File: src/rtl/bus_arb_pkg.sv
// Shared types, constants and width helpers for the round-robin bus arbiter.
// Optional perf counters in the top level are enabled with BUS_ARB_PERF_CNT_EN.
package bus_arb_pkg;

    localparam int PerfCntWidth = 32;

    typedef logic [PerfCntWidth-1:0] perf_cnt_t;

    localparam perf_cnt_t PerfCntMax = '1;

    // Index width for n entries, never narrower than one bit.
    function automatic int idx_width(input int n);
        return (n <= 2) ? 1 : $clog2(n);
    endfunction

    // Width of a host identifier for n hosts.
    function automatic int host_id_width(input int n);
        return idx_width(n);
    endfunction

endpackage

File: src/rtl/bus_arb_id_fifo.sv
// In-order FIFO of host IDs for outstanding transactions.
// One entry is pushed per granted request and popped per response.
module bus_arb_id_fifo
    import bus_arb_pkg::*;
#(
    parameter int Depth   = 2,
    parameter int IdWidth = 2
) (
    input  logic               clk_i,
    input  logic               rst_i,
    input  logic               push,
    input  logic [IdWidth-1:0] push_id,
    input  logic               pop,
    output logic               full,
    output logic               empty,
    output logic [IdWidth-1:0] head
);

    localparam int PtrWidth = idx_width(Depth);
    localparam int CntWidth = $clog2(Depth + 1);

    logic [IdWidth-1:0]  mem [Depth];
    logic [PtrWidth-1:0] wr_ptr;
    logic [PtrWidth-1:0] rd_ptr;
    logic [CntWidth-1:0] count;
    logic                push_ok;
    logic                pop_ok;

    assign full    = (count == CntWidth'(Depth));
    assign empty   = (count == '0);
    assign push_ok = push & ~full;
    assign pop_ok  = pop & ~empty;
    assign head    = mem[rd_ptr];

    // Storage write; contents need no reset since count guards reads.
    always_ff @(posedge clk_i) begin
        if (push_ok) begin
            mem[wr_ptr] <= push_id;
        end
    end

    // Pointer and occupancy tracking with explicit wrap for any depth.
    always_ff @(posedge clk_i) begin
        if (rst_i) begin
            wr_ptr <= '0;
            rd_ptr <= '0;
            count  <= '0;
        end else begin
            if (push_ok) begin
                wr_ptr <= (wr_ptr == PtrWidth'(Depth - 1)) ? '0 : wr_ptr + 1'b1;
            end
            if (pop_ok) begin
                rd_ptr <= (rd_ptr == PtrWidth'(Depth - 1)) ? '0 : rd_ptr + 1'b1;
            end
            unique case ({push_ok, pop_ok})
                2'b10:   count <= count + 1'b1;
                2'b01:   count <= count - 1'b1;
                default: count <= count;
            endcase
        end
    end

endmodule

File: src/rtl/bus_rr_arbiter.sv
// Round-robin arbiter sharing one OBI-style device port among NrHosts hosts.
// Grants are zero-latency; responses are routed back via an in-order ID FIFO.
// Define BUS_ARB_PERF_CNT_EN to add per-host grant and stall counters.
module bus_rr_arbiter
    import bus_arb_pkg::*;
#(
    parameter int NrHosts        = 3,
    parameter int DataWidth      = 32,
    parameter int AddrWidth      = 32,
    parameter int MaxOutstanding = 2
) (
    input  logic                               clk_i,
    input  logic                               rst_i,
    input  logic [NrHosts-1:0]                 host_req_i,
    output logic [NrHosts-1:0]                 host_gnt_o,
    input  logic [NrHosts*AddrWidth-1:0]       host_addr_i,
    input  logic [NrHosts-1:0]                 host_we_i,
    input  logic [NrHosts*(DataWidth/8)-1:0]   host_be_i,
    input  logic [NrHosts*DataWidth-1:0]       host_wdata_i,
    output logic [NrHosts-1:0]                 host_rvalid_o,
    output logic [NrHosts*DataWidth-1:0]       host_rdata_o,
    output logic [NrHosts-1:0]                 host_err_o,
    output logic                               dev_req_o,
    input  logic                               dev_gnt_i,
    output logic [AddrWidth-1:0]               dev_addr_o,
    output logic                               dev_we_o,
    output logic [DataWidth/8-1:0]             dev_be_o,
    output logic [DataWidth-1:0]               dev_wdata_o,
    input  logic                               dev_rvalid_i,
    input  logic [DataWidth-1:0]               dev_rdata_i,
    input  logic                               dev_err_i,
    output logic                               proto_err_o
`ifdef BUS_ARB_PERF_CNT_EN
    ,
    output logic [NrHosts*PerfCntWidth-1:0]    perf_gnt_cnt_o,
    output logic [PerfCntWidth-1:0]            perf_stall_cnt_o
`endif
);

    localparam int IdWidth = host_id_width(NrHosts);
    localparam int BeWidth = DataWidth / 8;

    logic [IdWidth-1:0] rr_ptr;
    logic [IdWidth-1:0] winner;
    logic               any_req;
    int                 cand;
    logic               active;
    logic               allow;
    logic               grant;
    logic               fifo_full;
    logic               fifo_empty;
    logic [IdWidth-1:0] fifo_head;
    logic               resp_pop;
    logic               proto_err_q;

    // Outputs stay quiet during reset and for the first cycle after it.
    assign allow = active & ~rst_i;

    // Search for the first requester at or after the round-robin pointer.
    always_comb begin
        winner  = '0;
        any_req = 1'b0;
        cand    = 0;
        for (int i = 0; i < NrHosts; i++) begin
            cand = int'(rr_ptr) + i;
            if (cand >= NrHosts) begin
                cand = cand - NrHosts;
            end
            if (!any_req && host_req_i[cand]) begin
                any_req = 1'b1;
                winner  = IdWidth'(cand);
            end
        end
    end

    // A full FIFO blocks the request even if a response pops it this cycle.
    assign dev_req_o = allow & any_req & ~fifo_full;
    assign grant     = dev_req_o & dev_gnt_i;

    assign dev_addr_o  = host_addr_i[winner*AddrWidth +: AddrWidth];
    assign dev_we_o    = host_we_i[winner];
    assign dev_be_o    = host_be_i[winner*BeWidth +: BeWidth];
    assign dev_wdata_o = host_wdata_i[winner*DataWidth +: DataWidth];

    // One-hot grant back to the selected host.
    always_comb begin
        host_gnt_o = '0;
        if (grant) begin
            host_gnt_o[winner] = 1'b1;
        end
    end

    assign resp_pop = dev_rvalid_i & ~fifo_empty;

    // Route the response to the host at the head of the ID FIFO.
    always_comb begin
        host_rvalid_o = '0;
        host_err_o    = '0;
        if (allow && resp_pop) begin
            host_rvalid_o[fifo_head] = 1'b1;
            host_err_o[fifo_head]    = dev_err_i;
        end
    end

    assign host_rdata_o = {NrHosts{dev_rdata_i}};

    bus_arb_id_fifo #(
        .Depth   (MaxOutstanding),
        .IdWidth (IdWidth)
    ) u_id_fifo (
        .clk_i   (clk_i),
        .rst_i   (rst_i),
        .push    (grant),
        .push_id (winner),
        .pop     (resp_pop),
        .full    (fifo_full),
        .empty   (fifo_empty),
        .head    (fifo_head)
    );

    // Pointer advances past the granted host; holds when nothing is granted.
    always_ff @(posedge clk_i) begin
        if (rst_i) begin
            rr_ptr <= '0;
        end else if (grant) begin
            rr_ptr <= (winner == IdWidth'(NrHosts - 1)) ? '0 : winner + 1'b1;
        end
    end

    // Marks the end of the post-reset quiet cycle.
    always_ff @(posedge clk_i) begin
        if (rst_i) begin
            active <= 1'b0;
        end else begin
            active <= 1'b1;
        end
    end

    // Sticky flag for a response that has no outstanding transaction.
    always_ff @(posedge clk_i) begin
        if (rst_i) begin
            proto_err_q <= 1'b0;
        end else if (dev_rvalid_i && fifo_empty) begin
            proto_err_q <= 1'b1;
        end
    end

    assign proto_err_o = proto_err_q;

`ifdef BUS_ARB_PERF_CNT_EN
    perf_cnt_t gnt_cnt [NrHosts];
    perf_cnt_t stall_cnt;

    // Saturating per-host grant counters and stall counter.
    always_ff @(posedge clk_i) begin
        if (rst_i) begin
            for (int i = 0; i < NrHosts; i++) begin
                gnt_cnt[i] <= '0;
            end
            stall_cnt <= '0;
        end else begin
            for (int i = 0; i < NrHosts; i++) begin
                if (host_gnt_o[i] && gnt_cnt[i] != PerfCntMax) begin
                    gnt_cnt[i] <= gnt_cnt[i] + 1'b1;
                end
            end
            if ((|host_req_i) && !grant && stall_cnt != PerfCntMax) begin
                stall_cnt <= stall_cnt + 1'b1;
            end
        end
    end

    // Pack the grant counters onto the flat output bus.
    always_comb begin
        perf_gnt_cnt_o = '0;
        for (int i = 0; i < NrHosts; i++) begin
            perf_gnt_cnt_o[i*PerfCntWidth +: PerfCntWidth] = gnt_cnt[i];
        end
    end

    assign perf_stall_cnt_o = stall_cnt;
`endif

endmodule

File: config.mk
export PLATFORM = sky130hd
export DESIGN_NAME = bus_rr_arbiter
export DESIGN_NICKNAME = d
export VERILOG_FILES = /design/src/rtl/bus_arb_pkg.sv /design/src/rtl/bus_arb_id_fifo.sv /design/src/rtl/bus_rr_arbiter.sv
export SDC_FILE = /design/constraint.sdc
export NUM_CORES = 1
export LEC_CHECK = 0
export BUFFER_PORTS_ARGS = -buffer_cell sky130_fd_sc_hd__buf_4
export CORE_AREA = 2 2 163 165
export DETAILED_ROUTE_END_ITERATION = 6
export DIE_AREA = 0 0 165 167
export MAX_ROUTING_LAYER = met4
export PLACE_DENSITY = 0.44
export SYNTH_ARGS = -nofsm -noshare
export SYNTH_HDL_FRONTEND = slang
export SYNTH_HIERARCHICAL = 1
export SYNTH_SLANG_ARGS = --single-unit
File: constraint.sdc
create_clock -name clk_i -period 2.7 [get_ports clk_i]
set_input_delay 0.405 -clock clk_i [delete_from_list [all_inputs] [get_ports clk_i]]
set_output_delay 0.405 -clock clk_i [all_outputs]
set_load 0.005 [all_outputs]
---- Word level (Yosys, flattened, before mapping) ----
Memory sizes are Yosys's and may differ from the RTL's. A register that Yosys moved wholly into a read port is not among the register bits.
Index checks and enable logic that the tools add are counted.
storage, ports and cells
  bits of input ports ..................... 247
  output and inout bits ................... 176
  memories kept ........................... 1
  logic and storage cells ................. 91
  memory bits (writable) .................. 4
  register bits ........................... 8
operators by class
  add/subtract/negate cells ............... 10
  bitwise operators ....................... 11
  shift-type cells ........................ 3
  eq/ne operators ......................... 4
  reduce and logical (&&, ||, !) cells .... 10
  order comparisons ....................... 10
  mux-type cells .......................... 36
memories
  memory         words  bits a word  read ports  clocked after memory_dff  wr ports  RTL line               RTL
  u_id_fifo.mem  2      2            1           1                         1         bus_arb_id_fifo.sv:22  logic [IdWidth-1:0] mem [Depth];
operator list
  kind                 number
  $shiftx 96x8->32     2
  $lt 32x4->1 const B  3
  $mux 32              3
  $mux 1               19
  $shiftx 12x5->4      1
  $mux 3               3
  $bmux 1 s2           4
  $mux 2               4
  $sub 3x2->4 const B  2
  $and 1x1->1          7
  $eq 2x2->1 const B   3
  $ge 3x2->1 const B   2
  $logic_and 1x1->1    6
  $lt 2x3->1 const B   2
  $add 2x1->2 const B  2
  $demux 1 s2          2
  $ge 2x1->1 const B   2
  $pmux 2 s2           1
  $add 2x1->3 const B  1
  $add 2x2->3 const B  1
  $and 3x3->3          1
  $not 1->1            3
  $sub 2x2->3 const B  1
  $add 1x1->1 const B  2
  6 further kinds      7

---- Depth between registers and ports, before layout ----
Gate-level depths: netlist of run 1.
  word-level depth ........................ 18
  gate-level depth with buffers ........... 12

---- Hierarchy ----
The synthesis of run 1 kept the hierarchy.
modules (own cells, without submodules)
  module           sequential area each (um^2)  cells an instance  area each (um^2)  instances
  bus_rr_arbiter   80.1                         494                2972.9            1
  bus_arb_id_fifo  220.2                        32                 366.6             1

---- Least setup slack after synthesis of run 1 ----
No wires, ideal clock.
  path kind ............................... register to register
  from .................................... reg rr_ptr[0]
  to ...................................... reg u_id_fifo.count[1]
  cell stages (with the launch flop) ...... 12
  slack ................................... -154 ps
  arrival ................................. 2784 ps
  path buffers ............................ 1
  cell sequence ........................... dfxtp_1 inv_1 ha_1 buf_6 mux2_4 mux2_4 o31ai_1 inv_1 nand2_1 ha_1 or3_1 a21oi_1
on the way
  longest elaborated chain between the ends .. 18
  elaborated cells on any way between the ends .. 35
RTL lines
  element                                                               RTL line               RTL
  start: declaration                                                    bus_rr_arbiter.sv:43   logic [IdWidth-1:0] rr_ptr;
  start signal: assignment                                              bus_rr_arbiter.sv:126  rr_ptr <= (winner == IdWidth'(NrHosts - 1)) ? '0 : winner + 1'b1;
  parallel branches: the longest is 11 deep, another holds $sub 3x2->4  n/a
  $mux 1 *                                                              bus_rr_arbiter.sv:69   if (!any_req && host_req_i[cand]) begin
  $and 1x1->1 * (2 in a row)                                            bus_rr_arbiter.sv:77   assign dev_req_o = allow & any_req & ~fifo_full;
  $and 1x1->1 *                                                         bus_rr_arbiter.sv:78   assign grant = dev_req_o & dev_gnt_i;
  via grant                                                             bus_rr_arbiter.sv:49   logic grant;
  $and 1x1->1 *                                                         bus_arb_id_fifo.sv:31  assign push_ok = push & ~full;
  $eq 2x1->1 or $eq 2x2->1 (tied branches)                              bus_arb_id_fifo.sv:55  unique case ({push_ok, pop_ok})
  $pmux 2 s2 or $reduce_bool 2->1 (tied branches)                       n/a
  end signal: assignment                                                bus_arb_id_fifo.sv:56  2'b10: count <= count + 1'b1;
  end signal: assignment                                                bus_arb_id_fifo.sv:57  2'b01: count <= count - 1'b1;
  end signal: assignment                                                bus_arb_id_fifo.sv:58  default: count <= count;
  end: declaration                                                      bus_arb_id_fifo.sv:25  logic [CntWidth-1:0] count;
Mark *: on every way through the listed nets, which the timed path passes. The select of a mux whose other input is x is not followed.
A chain may end at the register's enable or synchronous reset.

---- Final worst setup path of run 1 ----
  from .................................... reg rr_ptr[0]
  to ...................................... out dev_addr_o[4]
on the way
  longest elaborated chain between the ends .. 13
  elaborated cells on any way between the ends .. 30
RTL lines
  element                                                               RTL line              RTL
  parallel branches: the longest is 11 deep, another holds $sub 3x2->4  n/a
  $mux 2 *                                                              bus_rr_arbiter.sv:69
  $shiftx 96x8->32 *                                                    bus_rr_arbiter.sv:80  assign dev_addr_o = host_addr_i[winner*AddrWidth +: AddrWidth];
  end: declaration                                                      bus_rr_arbiter.sv:25  output logic [AddrWidth-1:0] dev_addr_o,
Every way passes the cells marked *. The select of a mux whose other input is x is not followed.

==> results.py, run 1 <==
metrics = {
    "sta": {
        "final.min_clock_period_ns": 2.95,
        "clock_skew_ns": 0.00544,
        "fin_crit_sh_pct": 109,
        "worst_pin_slew_ns": 0.393,
        "hold_viol": 0,
        "setup-violations-final": 70,
        "grt_setup_unrepaired": "true",
        "drv_slew": 0,
        "fin_ws_ns": -0.254,
        "max_slew_margin_pct": 73.8,
        "max_freq_mhz": 338,
    },
    "setup_path": {
        "critPathCaptureType": "output pin",
        "crit_slowest_cell": "dfxtp_2",
        "crit_family": "buffers and inverters",
        "cp-start-kind": "flop",
        "crit_buf_inv": 5,
        "regToRegSetupSlack_ns": 0.14,
        "worst_path_largest_cell_delay_ns": 0.33,
        "path_class": "flop to output pin",
        "path_cells": "inv_2 -> ha_4 -> mux2_4 -> mux2_4 -> a311oi_4 -> buf_12 -> buf_12 -> buf_16 -> o21ai_1 -> a31oi_1 -> buf_4",
        "cp.required_ns": 2.30,
        "crit_fanout": 5,
        "arrival_ns": 2.55,
    },
    "routing": {
        "ant_nets": 0,
        "wl_per_cell_um": 18.6,
        "firstDrtPassIters": 4,
        "via_per_inst": 4.45,
        "drc": 0,
        "routed_wl_um": 19900,
        "drtIter0Drc": 179,
        "dr_total_vias": 4766,
    },
    "synthesis": {
        "synth-async-reset-ratio_pct": 0,
        "syn_inst": 526,
        "syn_area_um2": 3340,
        "synth_xor_area_share_pct": 0.787,
        "yosysTopAreaCell": "buf_4",
        "ys_seq_area_share_pct": 8.99,
        "ys_top_cells_by_area": "buf_4 22%, a31oi_1 13%, nor3_1 11%",
        "synth_enable_flop_cells": 4,
        "synth_compound_area_share_pct": 28.2,
        "yosysUniqueCellTypes": 51,
        "synth-adder-area-share_pct": 1.87,
        "synth_top_family_by_area": "buffers and inverters",
        "synthFlopType": "dfxtp_1",
        "yosysTopAreaCellShare_pct": 21.6,
        "synth_simple_gate_area_share_pct": 27.4,
        "synth_fp_nets": 778,
        "yosys_warnings": 6,
        "synth_mux_area_share_pct": 2.17,
        "avgSynthCellArea_um2": 6.35,
        "synth.ff_latch_count": 13,
    },
    "floorplan": {
        "die_w_um": 165,
        "pin_count": 423,
        "die_y_um": 167,
        "core_area_um2": 25800,
        "rows": 59,
        "dieArea_um2": 27600,
        "start_util_pct": 13.0,
    },
    "cells_and_area": {
        "final_area_um2": 6040,
        "fin_util_pct": 23.4,
        "fin_nets": 990,
        "final_cells": 1072,
        "final_common_cell": "buf_4",
        "antenna_cells": 0,
        "drive_gt1_share_pct": 55.5,
        "area_growth_syn_to_layout_pct": 80.7,
        "final_cell_mix": "335 x buf_4, 71 x nor3_1, 67 x a31oi_1",
    },
    "place": {
        "place_area_um2": 5530,
        "pre_cts_ws_ns": -0.118,
        "place.gp.congestion": 0.761,
        "portBuffers": 294,
        "hpwl_um": 14300,
        "place_inst": 1057,
    },
    "power": {
        "power_uw": 2950,
        "p_leak_uw": 0.00263,
        "irDropWorstVdd_v": 0.000244,
        "power_density_nw_per_um2": 489,
    },
    "clocking": {
        "ctsLongestPathBuffers": 2,
        "clk_pin_slew_ns": 0.05,
        "numCtsBuffers": 3,
        "clk_latency_ns": 0.24,
        "root_buffer": "clkbuf_16",
        "cts_tree": "done",
        "clock_sinks": 13,
        "cts.htree.levels": 1,
    },
    "global_route": {
        "grt_max_degree": 41,
        "grt_usage_pct": 13.6,
        "grt_pass1_wl_um": 28200,
        "antenna_found_initial": 0,
        "grt_pass1_vias": 4749,
        "grt.overflow.total": 0,
    },
    "job": {
        "maxCapViolCount": 0,
    },
    "run_status": {
        "status": "finished with violations",
        "violations": "negative setup slack",
    },
    "min_path": {
        "hold_path.class": "primary input to flop",
    },
}
## logic make-up after synthesis
family,after synthesis
simple gates,178
buf+inv,163
compound gates,158
flops,13
mux,6
fa+ha+maj,5
xor+xnor,3
## worst paths after layout
kind	startpoint	to	depth (start not counted)
setup / recovery	rr_ptr[0]	dev_addr_o[4]	11
hold / removal	rst_i	u_id_fifo/count[1]	2
setup reg to reg	rr_ptr[0]	u_id_fifo/count[1]	12
hold reg to reg	proto_err_o	proto_err_o	2
## through the flow
stage	setup TNS, ns	hold slack, ns
after global routing	-19.63	0.408
after global placement	-1.65	0.460
after detailed placement	-1.46	0.463
after CTS	-13.80	0.395
final	-14.50	0.395
after floorplan	0	0.452
## sequential cells by signal (all words and copies together), names as in the netlist, named ones only
signal and count:
u_id_fifo/count 2, u_id_fifo/wr_ptr 1, active 1, rr_ptr 2, u_id_fifo/rd_ptr 1, u_id_fifo/mem 4
proto_err_o 1
## Yosys cell counts (2+ instances only)
cell type	count
and3_1	3
a21oi_1	5
edfxtp_1	4
clkbuf_2	5
mux2_2	2
xnor2_1	2
o21ai_1	10
nor2b_1	2
clkbuf_1	36
buf_6	2
a31oi_1	69
nand2_1	5
and2_1	4
buf_2	9
o21ai_0	61
or3_1	2
mux2_4	2
ha_1	5
nor3_1	72
dfxtp_1	9
buf_4	96
inv_1	11
o31ai_1	2
nand3_1	71
nor4b_1	2
mux2i_1	2
nor2_1	9
## power breakdown
part / internal (uW) / switching, uW / leakage [uW]
Combinational: 1280 / 1180 / 0.00248
Sequential: 217 / 7.82 / 0.000111
Clock: 199 / 77.5 / 0.0000382
## worst register-to-register path: cells and delay by family (launching register included)
family | cells | cell delay (ns)
adders and majority gates | 2 | 0.39
buffers and inverters | 4 | 0.40
and+or+nand+nor | 2 | 0.43
DFF | 1 | 0.33
AOI/OAI and AO/OA | 2 | 0.34
muxes | 2 | 0.60
## cell type report
class	count	area (um^2)
Clock buffer	4	78.8
Fill cell	2901	19700
Inverter	13	48.8
Multi-Input combinational cell	350	2220
Sequential cell	13	303
Tap cell	335	419
Timing Repair Buffer	357	2960
## layer usage
metal	vias to the layer above	share of wire (%)	track usage (%)
met2	232	51	23.8
met3	57	7.8	2.14
li1	2265	-	-
met5	-	0	-
met4	0	2.2	3.29
met1	2212	39	16.1
## repair_timing
| item | 4_1_cts | 5_1_grt |
|---|---|---|
| resized for setup | 46 | 39 |
| buffers inserted | 6 | 1 |
| setup endpoints to repair | 71 | 72 |
| cloned | 3 | 2 |
| hold buffers | 0 | 0 |
| pin swaps | 7 | 37 |
(Power assumes the default switching activity.)
==> run 2: changes to the inputs <==
- CELL_PAD_IN_SITES_DETAIL_PLACEMENT: not set -> 1
- CELL_PAD_IN_SITES_GLOBAL_PLACEMENT: not set -> 1
- CORE_AREA: 2 2 163 165 -> 2 2 166 168
- DIE_AREA: 0 0 165 167 -> 0 0 168 170
- PLACE_DENSITY: 0.44 -> 0.63
==> results.py, run 2 (synthesized netlist as in run 1, its figures left out) <==
metrics = {
    "cells_and_area": {
        "seq_area_um2": 303,
        "final_cell_mix": "316 x buf_4, 71 x nor3_1, 69 x nand3_1",
        "reg.largest.list": "u_id_fifo/mem (4), rr_ptr (2), u_id_fifo/count (2)",
        "fillers": 3216,
        "multi_input_area_um2": 2360,
        "fin_nets": 985,
        "largest_register": "u_id_fifo/mem",
        "final_common_cell": "buf_4",
        "area_growth_syn_to_layout_pct": 90.3,
        "final_area_um2": 6360,
        "antenna_cells": 0,
        "drive_gt1_share_pct": 59.2,
        "largest_register_ffs": 4,
        "final_cells": 1073,
    },
    "run_status": {
        "violations": "negative setup slack",
        "status": "finished with violations",
    },
    "setup_path": {
        "crit_fanout": 8,
        "path_class": "flop to output pin",
        "arrival_ns": 2.58,
        "worst_path_largest_cell_delay_ns": 0.34,
        "cp.depth": 11,
        "critPathCaptureType": "output pin",
        "reg2reg_to": "u_id_fifo/count[1]",
        "crit_buf_inv": 5,
        "reg2regPathDepth": 11,
        "cp_common_cell": "mux2_4",
        "crit_family": "buffers and inverters",
        "regToRegSetupSlack_ns": 0.22,
        "worstSetupStartpoint": "rr_ptr[0]",
        "cp-start-kind": "flop",
        "crit_slowest_cell": "dfxtp_2",
        "critPathCapture": "dev_be_o[1]",
        "path_cells": "inv_2 -> ha_4 -> mux2_4 -> mux2_4 -> a311oi_4 -> buf_6 -> buf_12 -> buf_16 -> o21ai_2 -> a31oi_1 -> buf_4",
        "r2r-start": "rr_ptr[0]",
        "cp.required_ns": 2.30,
    },
    "clocking": {
        "clk_pin_slew_ns": 0.05,
        "ctsLongestPathBuffers": 2,
        "cts_hold_buf": 0,
        "cts.htree.levels": 1,
        "numCtsBuffers": 3,
        "clk_latency_ns": 0.25,
        "clock_sinks": 13,
        "cts_tree": "done",
        "root_buffer": "clkbuf_16",
    },
    "power": {
        "irDropWorstVdd_v": 0.000163,
        "power_density_nw_per_um2": 516,
        "switching_share_pct": 43.8,
        "net-switching-power_uw": 1440,
        "seq_power_share_pct": 6.9,
        "pwr-share-comb_pct": 84.5,
        "p_int_uw": 1840,
        "p_clk_share_pct": 8.7,
        "p_leak_uw": 0.00274,
        "power_uw": 3280,
    },
    "sta": {
        "hold_viol": 0,
        "fin_ws_ns": -0.281,
        "hold_ws_ns": 0.399,
        "setup-violations-final": 70,
        "final.min_clock_period_ns": 2.98,
        "max_slew_margin_pct": 67.6,
        "max_freq_mhz": 335,
        "worst_pin_slew_ns": 0.480,
        "fin_crit_sh_pct": 110,
        "grt_setup_unrepaired": "true",
        "drv_slew": 0,
        "clock_skew_ns": 0.00215,
    },
    "floorplan": {
        "die_w_um": 168,
        "start_util_pct": 12.5,
        "die_y_um": 170,
        "rows": 60,
        "pin_count": 423,
        "core_area_um2": 26700,
        "dieArea_um2": 28600,
    },
    "routing": {
        "drc": 0,
        "dr_total_vias": 4918,
        "wl_per_cell_um": 22.1,
        "ant_nets": 0,
        "routed_wl_um": 23700,
        "firstDrtPassIters": 4,
        "via_per_inst": 4.58,
        "drtIter0Drc": 279,
    },
    "global_route": {
        "grt_max_degree": 42,
        "grt_usage_pct": 16.0,
        "grt_pass1_wl_um": 33700,
        "antenna_found_initial": 0,
        "grt_pass1_vias": 5272,
        "grt.overflow.total": 0,
    },
    "place": {
        "hpwl_um": 15700,
        "pre_cts_ws_ns": -0.384,
        "portBuffers": 294,
        "place.gp.congestion": 0.764,
        "place_inst": 1047,
        "place_area_um2": 5440,
    },
    "job": {
        "maxCapViolCount": 0,
    },
    "min_path": {
        "hold_path.class": "primary input to flop",
    },
}
run 2: layer usage:
| metal | up-vias | routed length (um) | GRT usage (%) |
|---|---|---|---|
| li1 | 2267 | - | - |
| met2 | 226 | 12100 | 28.6 |
| met3 | 62 | 1290 | 2.02 |
| met1 | 2363 | 9720 | 19.1 |
| met5 | - | 0 | - |
| met4 | 0 | 622 | 4.27 |
run 2: stage by stage:
step           util, %  TNS [ns]
2_1_floorplan        -         0
3_3_place_gp      20.4     -1.03
3_5_place_dp      20.4     -3.88
4_1_cts           23.3    -15.63
5_1_grt           23.8    -23.30
6_report          23.8    -15.84
run 2: cell type report:
type	instances	share of cell area (%)
Timing Repair Buffer	352	49.3
Multi-Input combinational cell	350	37.1
Tap cell	341	6.71
Sequential cell	13	4.76
Clock buffer	3	1.18
Inverter	13	0.807
Clock inverter	1	0.0787
run 2: power groups by stage:
| stage | Sequential [uW] | Clock, uW | Combinational [uW] |
|---|---|---|---|
| final | 225 | 285 | 2770 |
| after global routing | 226 | 299 | 2980 |
| after CTS | 225 | 289 | 2710 |
| after detailed placement | 227 | 0 | 2160 |
| after global placement | 226 | 0 | 2140 |
| after floorplan | 226 | 0 | 1030 |
run 2: worst min-delay path by stage:
stage	start	end	slack [ns]	cells after the start
after floorplan	u_id_fifo/wr_ptr	u_id_fifo/wr_ptr	0.45	2
after global placement	proto_err_o	proto_err_o	0.47	2
after detailed placement	proto_err_o	proto_err_o	0.47	2
after CTS	rst_i	u_id_fifo/count[1]	0.40	2
after global routing	rst_i	u_id_fifo/count[1]	0.42	2
final	rst_i	u_id_fifo/count[1]	0.40	2
run 2: what timing repair did:
item,4_1_cts,5_1_grt
cloned,11,3
resized for setup,125,29
pin swaps,74,51
buffers inserted,10,1
setup endpoints to repair,73,72
